$ cat src/rtl/kv_mem_arbiter_if.sv
// kv_mem_arbiter_if: requester and memory-side handshake bundle for kv_mem_arbiter
interface kv_mem_arbiter_if #(
    parameter int DATA_WIDTH = 32,
    parameter int ADDR_WIDTH = 32,
    parameter int LINE_SIZE  = 4
);
    localparam int LINE_WIDTH = DATA_WIDTH * LINE_SIZE;
    logic                  i_i_req_valid;
    logic                  o_i_req_ready;
    logic [ADDR_WIDTH-1:0] i_i_req_addr;
    logic                  o_i_resp_valid;
    logic                  i_i_resp_ready;
    logic [LINE_WIDTH-1:0] o_i_resp_data;
    logic                  i_d_req_valid;
    logic                  o_d_req_ready;
    logic [ADDR_WIDTH-1:0] i_d_req_addr;
    logic                  i_d_req_we;
    logic [LINE_WIDTH-1:0] i_d_req_wdata;
    logic                  o_d_resp_valid;
    logic                  i_d_resp_ready;
    logic [LINE_WIDTH-1:0] o_d_resp_data;
    logic                  o_mem_valid;
    logic                  i_mem_ready;
    logic [ADDR_WIDTH-1:0] o_mem_addr;
    logic                  o_mem_we;
    logic [LINE_WIDTH-1:0] o_mem_wdata;
    logic                  i_mem_rvalid;
    logic                  o_mem_rready;
    logic [LINE_WIDTH-1:0] i_mem_rdata;
    logic                  o_busy;
    modport slave (
        input  i_i_req_valid, i_i_req_addr, i_i_resp_ready,
        input  i_d_req_valid, i_d_req_addr, i_d_req_we, i_d_req_wdata, i_d_resp_ready,
        input  i_mem_ready, i_mem_rvalid, i_mem_rdata,
        output o_i_req_ready, o_i_resp_valid, o_i_resp_data,
        output o_d_req_ready, o_d_resp_valid, o_d_resp_data,
        output o_mem_valid, o_mem_addr, o_mem_we, o_mem_wdata, o_mem_rready, o_busy
    );
    modport master (
        output i_i_req_valid, i_i_req_addr, i_i_resp_ready,
        output i_d_req_valid, i_d_req_addr, i_d_req_we, i_d_req_wdata, i_d_resp_ready,
        output i_mem_ready, i_mem_rvalid, i_mem_rdata,
        input  o_i_req_ready, o_i_resp_valid, o_i_resp_data,
        input  o_d_req_ready, o_d_resp_valid, o_d_resp_data,
        input  o_mem_valid, o_mem_addr, o_mem_we, o_mem_wdata, o_mem_rready, o_busy
    );
endinterface

$ cat src/rtl/kv_mem_arbiter.sv
// kv_mem_arbiter: round-robin sharing of one line-wide memory port between I and D refill
module kv_mem_arbiter #(
    parameter int DATA_WIDTH = 32,
    parameter int ADDR_WIDTH = 32,
    parameter int LINE_SIZE  = 4
) (
    input logic             i_clk,
    input logic             i_rst,
    kv_mem_arbiter_if.slave bus
);
    localparam int LINEOFFSET_WIDTH = $clog2(LINE_SIZE);
    localparam int LINE_WIDTH = DATA_WIDTH * LINE_SIZE;
    localparam logic [ADDR_WIDTH-1:0] ALIGN_MASK =
        ~((ADDR_WIDTH'(1) << LINEOFFSET_WIDTH) - ADDR_WIDTH'(1));
    typedef enum logic [1:0] {IDLE, REQ, WAIT, RESP} state_t;
    state_t r_state, w_next;
    // owner and prio encode the requester: 0 = I, 1 = D
    logic r_owner, r_prio, r_we;
    logic [ADDR_WIDTH-1:0] r_addr;
    logic [LINE_WIDTH-1:0] r_wdata, r_i_rdata, r_d_rdata;
    logic w_grant_i, w_grant_d, w_done;

    always_ff @(posedge i_clk or posedge i_rst)
        if (i_rst) r_state <= IDLE;
        else       r_state <= w_next;

    always_comb begin
        w_next    = r_state;
        w_grant_i = 1'b0;
        w_grant_d = 1'b0;
        w_done    = 1'b0;
        case (r_state)
            IDLE: begin
                w_grant_i = !i_rst && bus.i_i_req_valid && (!bus.i_d_req_valid || !r_prio);
                w_grant_d = !i_rst && bus.i_d_req_valid && (!bus.i_i_req_valid || r_prio);
                w_next    = (w_grant_i || w_grant_d) ? REQ : IDLE;
            end
            REQ: begin
                w_done = bus.i_mem_ready && r_we;
                w_next = !bus.i_mem_ready ? REQ : r_we ? IDLE : WAIT;
            end
            WAIT: w_next = bus.i_mem_rvalid ? RESP : WAIT;
            RESP: begin
                w_done = r_owner ? bus.i_d_resp_ready : bus.i_i_resp_ready;
                w_next = w_done ? IDLE : RESP;
            end
            default: w_next = IDLE;
        endcase
    end

    always_ff @(posedge i_clk or posedge i_rst) begin
        if (i_rst) begin
            r_owner   <= 1'b0;
            r_prio    <= 1'b0;
            r_we      <= 1'b0;
            r_addr    <= '0;
            r_wdata   <= '0;
            r_i_rdata <= '0;
            r_d_rdata <= '0;
        end else begin
            if (w_grant_i || w_grant_d) begin
                r_owner <= w_grant_d;
                r_addr  <= (w_grant_d ? bus.i_d_req_addr : bus.i_i_req_addr) & ALIGN_MASK;
                r_we    <= w_grant_d && bus.i_d_req_we;
                r_wdata <= w_grant_d ? bus.i_d_req_wdata : '0;
            end
            if (r_state == WAIT && bus.i_mem_rvalid && !r_owner) r_i_rdata <= bus.i_mem_rdata;
            if (r_state == WAIT && bus.i_mem_rvalid && r_owner) r_d_rdata <= bus.i_mem_rdata;
            // the turn passes to the other requester only once a transaction fully retires
            if (w_done) r_prio <= !r_owner;
        end
    end

    assign bus.o_i_req_ready  = w_grant_i;
    assign bus.o_d_req_ready  = w_grant_d;
    assign bus.o_mem_valid    = r_state == REQ;
    assign bus.o_mem_addr     = r_addr;
    assign bus.o_mem_we       = r_we;
    assign bus.o_mem_wdata    = r_wdata;
    assign bus.o_mem_rready   = r_state == WAIT;
    assign bus.o_i_resp_valid = r_state == RESP && !r_owner;
    assign bus.o_d_resp_valid = r_state == RESP && r_owner;
    assign bus.o_i_resp_data  = r_i_rdata;
    assign bus.o_d_resp_data  = r_d_rdata;
    assign bus.o_busy         = r_state != IDLE;
endmodule

$ cat src/flat_wrapper.sv
// flat-port wrapper written by rule: the top's interface ports become plain ports
module kv_mem_arbiter_flat 
#(
    parameter int DATA_WIDTH = 32,
    parameter int ADDR_WIDTH = 32,
    parameter int LINE_SIZE  = 4
)
  (i_clk, i_rst, bus_i_i_req_valid, bus_i_i_req_addr, bus_i_i_resp_ready, bus_i_d_req_valid, bus_i_d_req_addr, bus_i_d_req_we, bus_i_d_req_wdata, bus_i_d_resp_ready, bus_i_mem_ready, bus_i_mem_rvalid, bus_i_mem_rdata, bus_o_i_req_ready, bus_o_i_resp_valid, bus_o_i_resp_data, bus_o_d_req_ready, bus_o_d_resp_valid, bus_o_d_resp_data, bus_o_mem_valid, bus_o_mem_addr, bus_o_mem_we, bus_o_mem_wdata, bus_o_mem_rready, bus_o_busy);
  kv_mem_arbiter_if #(.DATA_WIDTH(DATA_WIDTH), .ADDR_WIDTH(ADDR_WIDTH), .LINE_SIZE(LINE_SIZE)) bus_i ();
  input logic i_clk;
  input logic i_rst;
  input wire logic [$bits(bus_i.i_i_req_valid)-1:0] bus_i_i_req_valid;
  input wire logic [$bits(bus_i.i_i_req_addr)-1:0] bus_i_i_req_addr;
  input wire logic [$bits(bus_i.i_i_resp_ready)-1:0] bus_i_i_resp_ready;
  input wire logic [$bits(bus_i.i_d_req_valid)-1:0] bus_i_d_req_valid;
  input wire logic [$bits(bus_i.i_d_req_addr)-1:0] bus_i_d_req_addr;
  input wire logic [$bits(bus_i.i_d_req_we)-1:0] bus_i_d_req_we;
  input wire logic [$bits(bus_i.i_d_req_wdata)-1:0] bus_i_d_req_wdata;
  input wire logic [$bits(bus_i.i_d_resp_ready)-1:0] bus_i_d_resp_ready;
  input wire logic [$bits(bus_i.i_mem_ready)-1:0] bus_i_mem_ready;
  input wire logic [$bits(bus_i.i_mem_rvalid)-1:0] bus_i_mem_rvalid;
  input wire logic [$bits(bus_i.i_mem_rdata)-1:0] bus_i_mem_rdata;
  output wire logic [$bits(bus_i.o_i_req_ready)-1:0] bus_o_i_req_ready;
  output wire logic [$bits(bus_i.o_i_resp_valid)-1:0] bus_o_i_resp_valid;
  output wire logic [$bits(bus_i.o_i_resp_data)-1:0] bus_o_i_resp_data;
  output wire logic [$bits(bus_i.o_d_req_ready)-1:0] bus_o_d_req_ready;
  output wire logic [$bits(bus_i.o_d_resp_valid)-1:0] bus_o_d_resp_valid;
  output wire logic [$bits(bus_i.o_d_resp_data)-1:0] bus_o_d_resp_data;
  output wire logic [$bits(bus_i.o_mem_valid)-1:0] bus_o_mem_valid;
  output wire logic [$bits(bus_i.o_mem_addr)-1:0] bus_o_mem_addr;
  output wire logic [$bits(bus_i.o_mem_we)-1:0] bus_o_mem_we;
  output wire logic [$bits(bus_i.o_mem_wdata)-1:0] bus_o_mem_wdata;
  output wire logic [$bits(bus_i.o_mem_rready)-1:0] bus_o_mem_rready;
  output wire logic [$bits(bus_i.o_busy)-1:0] bus_o_busy;
  assign bus_i.i_i_req_valid = bus_i_i_req_valid;
  assign bus_i.i_i_req_addr = bus_i_i_req_addr;
  assign bus_i.i_i_resp_ready = bus_i_i_resp_ready;
  assign bus_i.i_d_req_valid = bus_i_d_req_valid;
  assign bus_i.i_d_req_addr = bus_i_d_req_addr;
  assign bus_i.i_d_req_we = bus_i_d_req_we;
  assign bus_i.i_d_req_wdata = bus_i_d_req_wdata;
  assign bus_i.i_d_resp_ready = bus_i_d_resp_ready;
  assign bus_i.i_mem_ready = bus_i_mem_ready;
  assign bus_i.i_mem_rvalid = bus_i_mem_rvalid;
  assign bus_i.i_mem_rdata = bus_i_mem_rdata;
  assign bus_o_i_req_ready = bus_i.o_i_req_ready;
  assign bus_o_i_resp_valid = bus_i.o_i_resp_valid;
  assign bus_o_i_resp_data = bus_i.o_i_resp_data;
  assign bus_o_d_req_ready = bus_i.o_d_req_ready;
  assign bus_o_d_resp_valid = bus_i.o_d_resp_valid;
  assign bus_o_d_resp_data = bus_i.o_d_resp_data;
  assign bus_o_mem_valid = bus_i.o_mem_valid;
  assign bus_o_mem_addr = bus_i.o_mem_addr;
  assign bus_o_mem_we = bus_i.o_mem_we;
  assign bus_o_mem_wdata = bus_i.o_mem_wdata;
  assign bus_o_mem_rready = bus_i.o_mem_rready;
  assign bus_o_busy = bus_i.o_busy;
  kv_mem_arbiter #(.DATA_WIDTH(DATA_WIDTH), .ADDR_WIDTH(ADDR_WIDTH), .LINE_SIZE(LINE_SIZE)) u_core (.i_clk(i_clk), .i_rst(i_rst), .bus(bus_i));
endmodule
$ cat config.mk
export PLATFORM = sky130hd
export DESIGN_NAME = kv_mem_arbiter_flat
export DESIGN_NICKNAME = d
export VERILOG_FILES = /design/src/rtl/kv_mem_arbiter_if.sv /design/src/rtl/kv_mem_arbiter.sv /design/src/flat_wrapper.sv
export SDC_FILE = /design/constraint.sdc
export NUM_CORES = 1
export LEC_CHECK = 0
export CAP_MARGIN = 15
export CORE_AREA = 2 2 296 298
export CTS_CLUSTER_DIAMETER = 60
export DETAILED_ROUTE_END_ITERATION = 7
export DIE_AREA = 0 0 298 300
export PLACE_DENSITY = 0.42
export SYNTH_ARGS = -nofsm -noshare
export SYNTH_HDL_FRONTEND = slang
export SYNTH_SLANG_ARGS = --single-unit
$ cat constraint.sdc
create_clock -name i_clk -period 38 [get_ports i_clk]
set_input_delay 3.8 -clock i_clk [delete_from_list [all_inputs] [get_ports i_clk]]
set_output_delay 3.8 -clock i_clk [all_outputs]
set_load 0.1 [all_outputs]
Yosys cells after proc, flatten, opt, wreduce, memory -nomap -nowiden
Index checks and enable logic that the tools add are counted.

cells by class
  add/sub/neg operators = 0
  multipliers = 0
  div/mod/pow operators = 0
  magnitude comparators = 0
  equality and inequality tests = 3
  shift operators = 0
  multiplexer cells = 12
  bitwise logic cells = 0
  reductions and logical operators = 22

operators with widths
  operator                                              count
  two-way mux 128 bit                                   1
  two-way mux 32 bit                                    1
  logical AND 1 bit                                     11
  case mux 2 bit (4 select lines)                       1
  two-way mux 2 bit                                     3
  zero test 1 bit                                       5
  two-way mux 1 bit                                     5
  equality test 2 bit (second input constant)           2
  logical OR 1 bit                                      4
  equality test 2 x 1 -> 1 bit (second input constant)  1
  zero test 2 bit                                       1
  case mux 1 bit (2 select lines)                       1
  nonzero test 2 bit                                    1

storage, ports and cells
  register bits after elaboration = 419
  latch bits = 0
  RAM bits = 0
  memory bits (read-only) = 0
  input bits = 329
  output and inout port bits = 424
  logic and storage cells = 45
  memories = 0

Depth between registers and ports, before layout
Gate-level depths: netlist (run 1).

  depth after elaboration = 6
  gate-level depth with buffers = 7
  mapped depth without buffers = 3

Worst setup path after synthesis (run 1)
Ideal clock, no wire load.

  path type = input to output
  start point = in i_rst
  end point = out bus_o_i_req_ready
  arrival = 5733 ps
  data required time = 34200 ps
  setup slack = 28467 ps
  cell stages on the path = 3
  path buffers = 0
  cells stage by stage = nor3_2 > nand2_1 > a21oi_1

between the ends
  word-level cells in the longest chain between the ends = 4

RTL lines
  element                          RTL line              source
  start, declared                  flat_wrapper.sv:11    input logic i_rst;
  zero test 1 bit                  kv_mem_arbiter.sv:34  w_grant_i = !i_rst && bus.i_i_req_valid && (!bus.i_d_req_valid || !r_prio);
  logical AND 1 bit (2 in series)  kv_mem_arbiter.sv:34
  two-way mux 1 bit                kv_mem_arbiter.sv:32  case (r_state)
  end, declared                    flat_wrapper.sv:23    output wire logic [$bits(bus_i.o_i_req_ready)-1:0] bus_o_i_req_ready;

Every way passes these cells.

Worst setup path in the final report (run 1)
  start point = in i_rst
  end point = out bus_o_d_req_ready

between the ends
  word-level cells in the longest chain between the ends = 4

RTL lines
  element                          RTL line              source
  zero test 1 bit                  kv_mem_arbiter.sv:35  w_grant_d = !i_rst && bus.i_d_req_valid && (!bus.i_i_req_valid || r_prio);
  logical AND 1 bit (2 in series)  kv_mem_arbiter.sv:35
  two-way mux 1 bit                kv_mem_arbiter.sv:32
  end, declared                    flat_wrapper.sv:26    output wire logic [$bits(bus_i.o_d_req_ready)-1:0] bus_o_d_req_ready;

Every way passes these cells.

==> out/results.tsv, run 1 <==
metric	value	unit
Detailed Route WL	62030	um
chip width	298	um
TritonCTS clock tree	built	
Worst path slowest cell	clkdlybuf4s50_1	
Reg clk slew, reported paths	60	ps
yosys warns	0	
total track usage	13.31	%
top-count cell post-synth	dfrtp_1	
synth unique cells	30	
CP startpoint	i_rst	
via/cell ratio	4.042	
area share of the largest cell type after synthesis	65.87	%
initial antenna violation count	10	
crit-path max cell delay	1270	ps
clk_skew	16.10	ps
final setup violation count	0	
Clock Sinks	419	
setup_tns	0	ps
M1 GR Usage	14.30	%
Post-Syn Area	15920	um^2
Seq/Total Area, Yosys	65.87	%
crit path time final	11000	ps
# Post-CTS Setup Buffers	0	
Mapped Cells	1052	
required time worst endpoint	34200	ps
largest area contributor in the netlist	dfrtp_1	
busiest grt layer	met2	
vias	12060	
vias in the first global route	13150	
crit-path cells	clkdlybuf4s50_1, or3_1, buf_4, nor3_4, buf_4, clkdlybuf4s50_1	
Post-CTS Resized	0	
Reg-to-Reg Start	u_core.r_state[1]$_DFF_PP0_	
largest net degree at the start of global routing	87	
Final Max Tran Viols	0	
top post-synthesis cells by area	dfrtp_1, mux2_2, a22o_1	
core area	86210	um^2
Fin. Hold Viols	0	
root buf cell	clkbuf_16	
Post-synth ARST share	100.0	%
startpoint types	input pin	
CP top delay family	buffers and inverters	
Wirelength per Cell	20.79	um
H-Tree Depth	2	
Mapped Avg Cell Area	15.13	um^2
layout cell share with drive strength beyond 1	20.78	%
residual DRC count	0	
die area	89400	um^2
Buf/Inv on CP	4	
critical path class	in -> out	
max_slew headroom	22.90	%
crit path max fanout	61	
post-DP HPWL	44650	um
DR pass1 iterations	5	
area grow syn2layout	65.56	%
CP Capture Type	output pin	
Initial Utilization	18.46	%
Post-synth EDFFs	0	
total of hold buffers inserted after clock tree synthesis	0	
Critical Path AT	7200	ps
path type of the worst min-delay path	reg -> reg	
clock latency on the worst-skew pair	590	ps
RePlAce Congestion	0.7891	
Final nets	2111	
clk buf depth	3	
fin crit share	28.95	%
Max Cap Viol	0	
first-pass GRT wire length	90280	um
Num CTS Buffers	53	
unrepaired setup endpoints after global routing	no	
top_reg_cell synth	dfrtp_1	
row cnt	108	
Worst Max-Slew Pin Slew	1153	ps
Synth top cells by count	dfrtp_1, mux2_2, a22o_1	
post-route ant nets	0	
min-delay src	u_core.bus.o_mem_wdata[29]$_DFFE_PP0P_	
Yosys reg bits	419	
drt initial violations	388	
met2 Track Usage GR	24.24	%
Die H	300	um
highest clock rate	0.09089	GHz
M3 GR Usage	4.863	%
IO buf count	746	
Top-Level Pins	753	
Overflow after GRT	0	
status	complete, no violations	
==> layout by cell type, fill, tap and decap left out, drive strengths merged, types with 14 or more instances in the layout <==
cell type	Yosys	routed
a21oi	32	32
dfrtp	419	419
clkdlybuf4s50	0	739
mux2	257	257
o31ai	30	30
clkbuf	35	74
a22o	129	129
buf	56	26
nand4	30	30
a31oi	30	30
clkinv	0	14
==> path summary, 6_finish.rpt <==
path	end	slack (ps)	cells past startpoint
worst min-delay path	u_core.bus.o_mem_wdata[29]$_DFFE_PP0P_	500	1
worst max register to register	u_core.bus.o_i_resp_data[63]$_DFFE_PP0P_	34330	5
worst max-delay path	bus_o_d_req_ready	27000	6
worst min register to register	u_core.bus.o_mem_wdata[29]$_DFFE_PP0P_	500	1
min in group asynchronous	u_core.r_state[0]$_DFF_PP0_	3810	2
max in group asynchronous	u_core.bus.o_i_resp_data[73]$_DFFE_PP0P_	31110	5
==> worst reg2reg max path, delay by kind of cell, from the launching register on <==
family / cells / cell delay, ps
multiplexers: 1 / 470
AND/OR/NAND/NOR: 2 / 1050
flip-flops: 1 / 530
buffers and inverters: 2 / 1520
==> state kept, by name (all words and copies together) (netlist names) <==
| name | cells |
|---|---|
| u_core.bus.o_d_resp_data | 128 |
| u_core.bus.o_i_resp_data | 128 |
| u_core.bus.o_mem_addr | 30 |
| u_core.bus.o_mem_wdata | 128 |
| u_core.bus.o_mem_we | 1 |
| u_core.r_owner | 1 |
| u_core.r_prio | 1 |
| u_core.r_state | 2 |
==> through the flow <==
step                instances  area (um^2)  setup slack [ps]  util (%)  hold slack (ps)
finish                   2984        26350             27000     30.57            497.7
global placement         2882        24560             26990     28.49            482.4
floorplan                1053        15920             22540         -            551.2
detailed placement       2882        24560             26970     28.49            480.7
CTS                      2979        26340             26960     30.55            501.2
global route             2984        26350             26880     30.57            510.6
==> layout make-up <==
cell class / count / area, um^2
fillers: 8794 / 59860
flip-flops and latches: 419 / 10490
repair buffers: 765 / 7592
multi-input cells: 538 / 5016
clock buffers: 74 / 1526
well taps: 1155 / 1445
clock inverters: 23 / 250.2
inverters: 5 / 26.28
diodes: 5 / 12.51
==> cell families after synthesis <==
logic type | after synthesis | share of synthesized area [%]
and+or+nand+nor | 53 | 2.083
buffers and inverters | 96 | 2.885
DFF | 419 | 65.87
muxes | 258 | 18.24
AOI/OAI and AO/OA | 225 | 10.89
other | 1 | 0.02356
==> per-layer routing <==
metal / part of all wire [%] / wire (um) / up-vias
met5: 0.12 / 75 / -
met4: 2.7 / 1670 / 10
met3: 8.7 / 5391 / 93
met2: 52 / 31990 / 551
met1: 37 / 22910 / 6029
li1: - / - / 5379
Power of run 1 is not shown: default switching activity piles up to over one toggle a cycle in this logic, so the estimate is an artifact.
==> run 2: changes to the inputs <==
--- a/config.mk
+++ b/config.mk
@@ -6,11 +6,11 @@
 export NUM_CORES = 1
 export LEC_CHECK = 0
 export CAP_MARGIN = 15
-export CORE_AREA = 2 2 296 298
+export CORE_AREA = 2 2 291 293
 export CTS_CLUSTER_DIAMETER = 60
 export DETAILED_ROUTE_END_ITERATION = 7
-export DIE_AREA = 0 0 298 300
-export PLACE_DENSITY = 0.42
+export DIE_AREA = 0 0 293 295
+export PLACE_DENSITY = 0.45
 export SYNTH_ARGS = -nofsm -noshare
 export SYNTH_HDL_FRONTEND = slang
 export SYNTH_SLANG_ARGS = --single-unit
==> constraint.sdc (replaced) <==
create_clock -name i_clk -period 9.6 [get_ports i_clk]
set_input_delay 0.96 -clock i_clk [delete_from_list [all_inputs] [get_ports i_clk]]
set_output_delay 0.96 -clock i_clk [all_outputs]
set_load 0.1 [all_outputs]
==> run 2 against run 1 <==
Against the previous run:
- design area about the same
- critical path type unchanged
- wire length decreased by 5.9%
- sequential share of layout area about the same
- worst hold slack got worse by 2.8 ps
- clock-buffer cell count unchanged
- via count decreased by 0.15%
- cell count decreased by 2.5%
- critical endpoint unchanged
- first-iteration DRC count increased by 35%
- non-clock buffer count decreased by 1
==> out/results.tsv, run 2 (synthesis gave the netlist of run 1 again) <==
metric	value	unit
crit path max fanout	33	
die area	86440	um^2
setup_tns	0	ps
Hold Crit Depth	1	
required time worst endpoint	8640	ps
initial antenna violation count	4	
Detailed Route WL	58350	um
TritonCTS clock tree	built	
status	complete, no violations	
unrepaired setup endpoints after global routing	no	
H-Tree Depth	2	
FF+latch area	10490	um^2
Reg clk slew, reported paths	60	ps
min-delay src	u_core.bus.o_mem_wdata[58]$_DFFE_PP0P_	
post-layout util	31.67	%
total track usage	12.89	%
first-pass GRT wire length	85290	um
critical path class	in -> out	
Fin. Hold Viols	0	
Num CTS Buffers	54	
Worst path slowest cell	clkdlybuf4s50_1	
crit-path max cell delay	1170	ps
post-DP HPWL	41850	um
RePlAce Congestion	0.7575	
post-route setup slack	4890	ps
Initial Utilization	19.14	%
Worst Max-Slew Pin Slew	1164	ps
DP Worst Slack	4910	ps
startpoint types	input pin	
vias in the first global route	13270	
Top-Level Pins	753	
commonest non-fill, non-tap cell in the layout	clkdlybuf4s50_1	
clk buf depth	3	
Critical Path AT	3750	ps
fin crit share	49.06	%
final setup violation count	0	
layout cell share with drive strength beyond 1	20.44	%
via/cell ratio	4.140	
chip width	293	um
highest clock rate	0.2123	GHz
Final Max Tran Viols	0	
DR pass1 iterations	4	
# fillers	8250	
total of hold buffers inserted after clock tree synthesis	0	
FF-to-FF path depth	5	
vias	12040	
Max Cap Viol	0	
clk_skew	11.48	ps
max_slew headroom	22.13	%
clock latency on the worst-skew pair	590	ps
area grow syn2layout	65.43	%
Wirelength per Cell	20.06	um
Overflow after GRT	0	
drt initial violations	524	
largest net degree at the start of global routing	163	
core area	83160	um^2
Post-CTS Resized	0	
commonest cells after routing, fill and taps aside	clkdlybuf4s50_1, dfrtp_1, mux2_2	
Clock Sinks	419	
residual DRC count	0	
post-route ant nets	0	
Final nets	2111	
# Post-CTS Setup Buffers	0	
crit-path cells	clkdlybuf4s50_1, buf_4, inv_1, buf_4, nor3_4, clkdlybuf4s50_1	
area of the multi-input gates	5016	um^2
Die H	295	um
root buf cell	clkbuf_16	
CP startpoint	bus_i_d_req_valid	
Reg-to-Reg Start	u_core.r_state[1]$_DFF_PP0_	
IO buf count	746	
path type of the worst min-delay path	reg -> reg	
CP Capture Type	output pin	
crit path time final	4710	ps
row cnt	106	
==> run 2: cell types whose count changed in the layout (fill, tap and decap cells not counted), moves of 2 or more <==
cell	delta
buf_12	+2
inv_6	+5
buf_4	-11
clkinv_2	-3
clkdlybuf4s50_1	+7
==> run 2: area by class of cell <==
class                      instances  area share (%)
tap                             1080           5.132
inverter                           5         0.08553
multi-input combinational        538           19.05
antenna                            4         0.03801
clock buffer                      74           5.797
clock inverter                    25           1.088
timing repair buffer             764           28.99
sequential                       419           39.82
==> run 2: final timing paths <==
path | end | slack, ps
max in group asynchronous | u_core.bus.o_d_resp_data[84]$_DFFE_PP0P_ | 6620
hold reg to reg | u_core.bus.o_mem_wdata[58]$_DFFE_PP0P_ | 490
min in group asynchronous | u_core.bus.o_mem_addr[25]$_DFFE_PP0P_ | 1040
hold / removal | u_core.bus.o_mem_wdata[58]$_DFFE_PP0P_ | 490
setup / recovery | bus_o_d_req_ready | 4890
setup reg to reg | u_core.bus.o_i_resp_data[99]$_DFFE_PP0P_ | 6020
==> run 2: worst max-delay path: cells and delay by family <==
family / cells / cell delay (ps)
buffers and inverters: 5 / 2540
AND/OR/NAND/NOR: 1 / 210
==> run 2: metal layers <==
metal	global-route usage (%)	part of all wire, %
met5	0	0
met1	13.75	36
met2	23.44	52
met3	4.548	8.7
met4	4.578	3.2
==> run 2: stage by stage <==
| step | cell area, um^2 | cells | hold slack (ps) |
|---|---|---|---|
| after global placement | 24490 | 2805 | 480.9 |
| after floorplan | 15930 | 1053 | 551.2 |
| after detailed placement | 24490 | 2805 | 480.7 |
| final | 26330 | 2909 | 494.9 |
| after global routing | 26330 | 2907 | 506.9 |
| after CTS | 26310 | 2904 | 501.1 |
Power of run 2 is left out for the same reason.
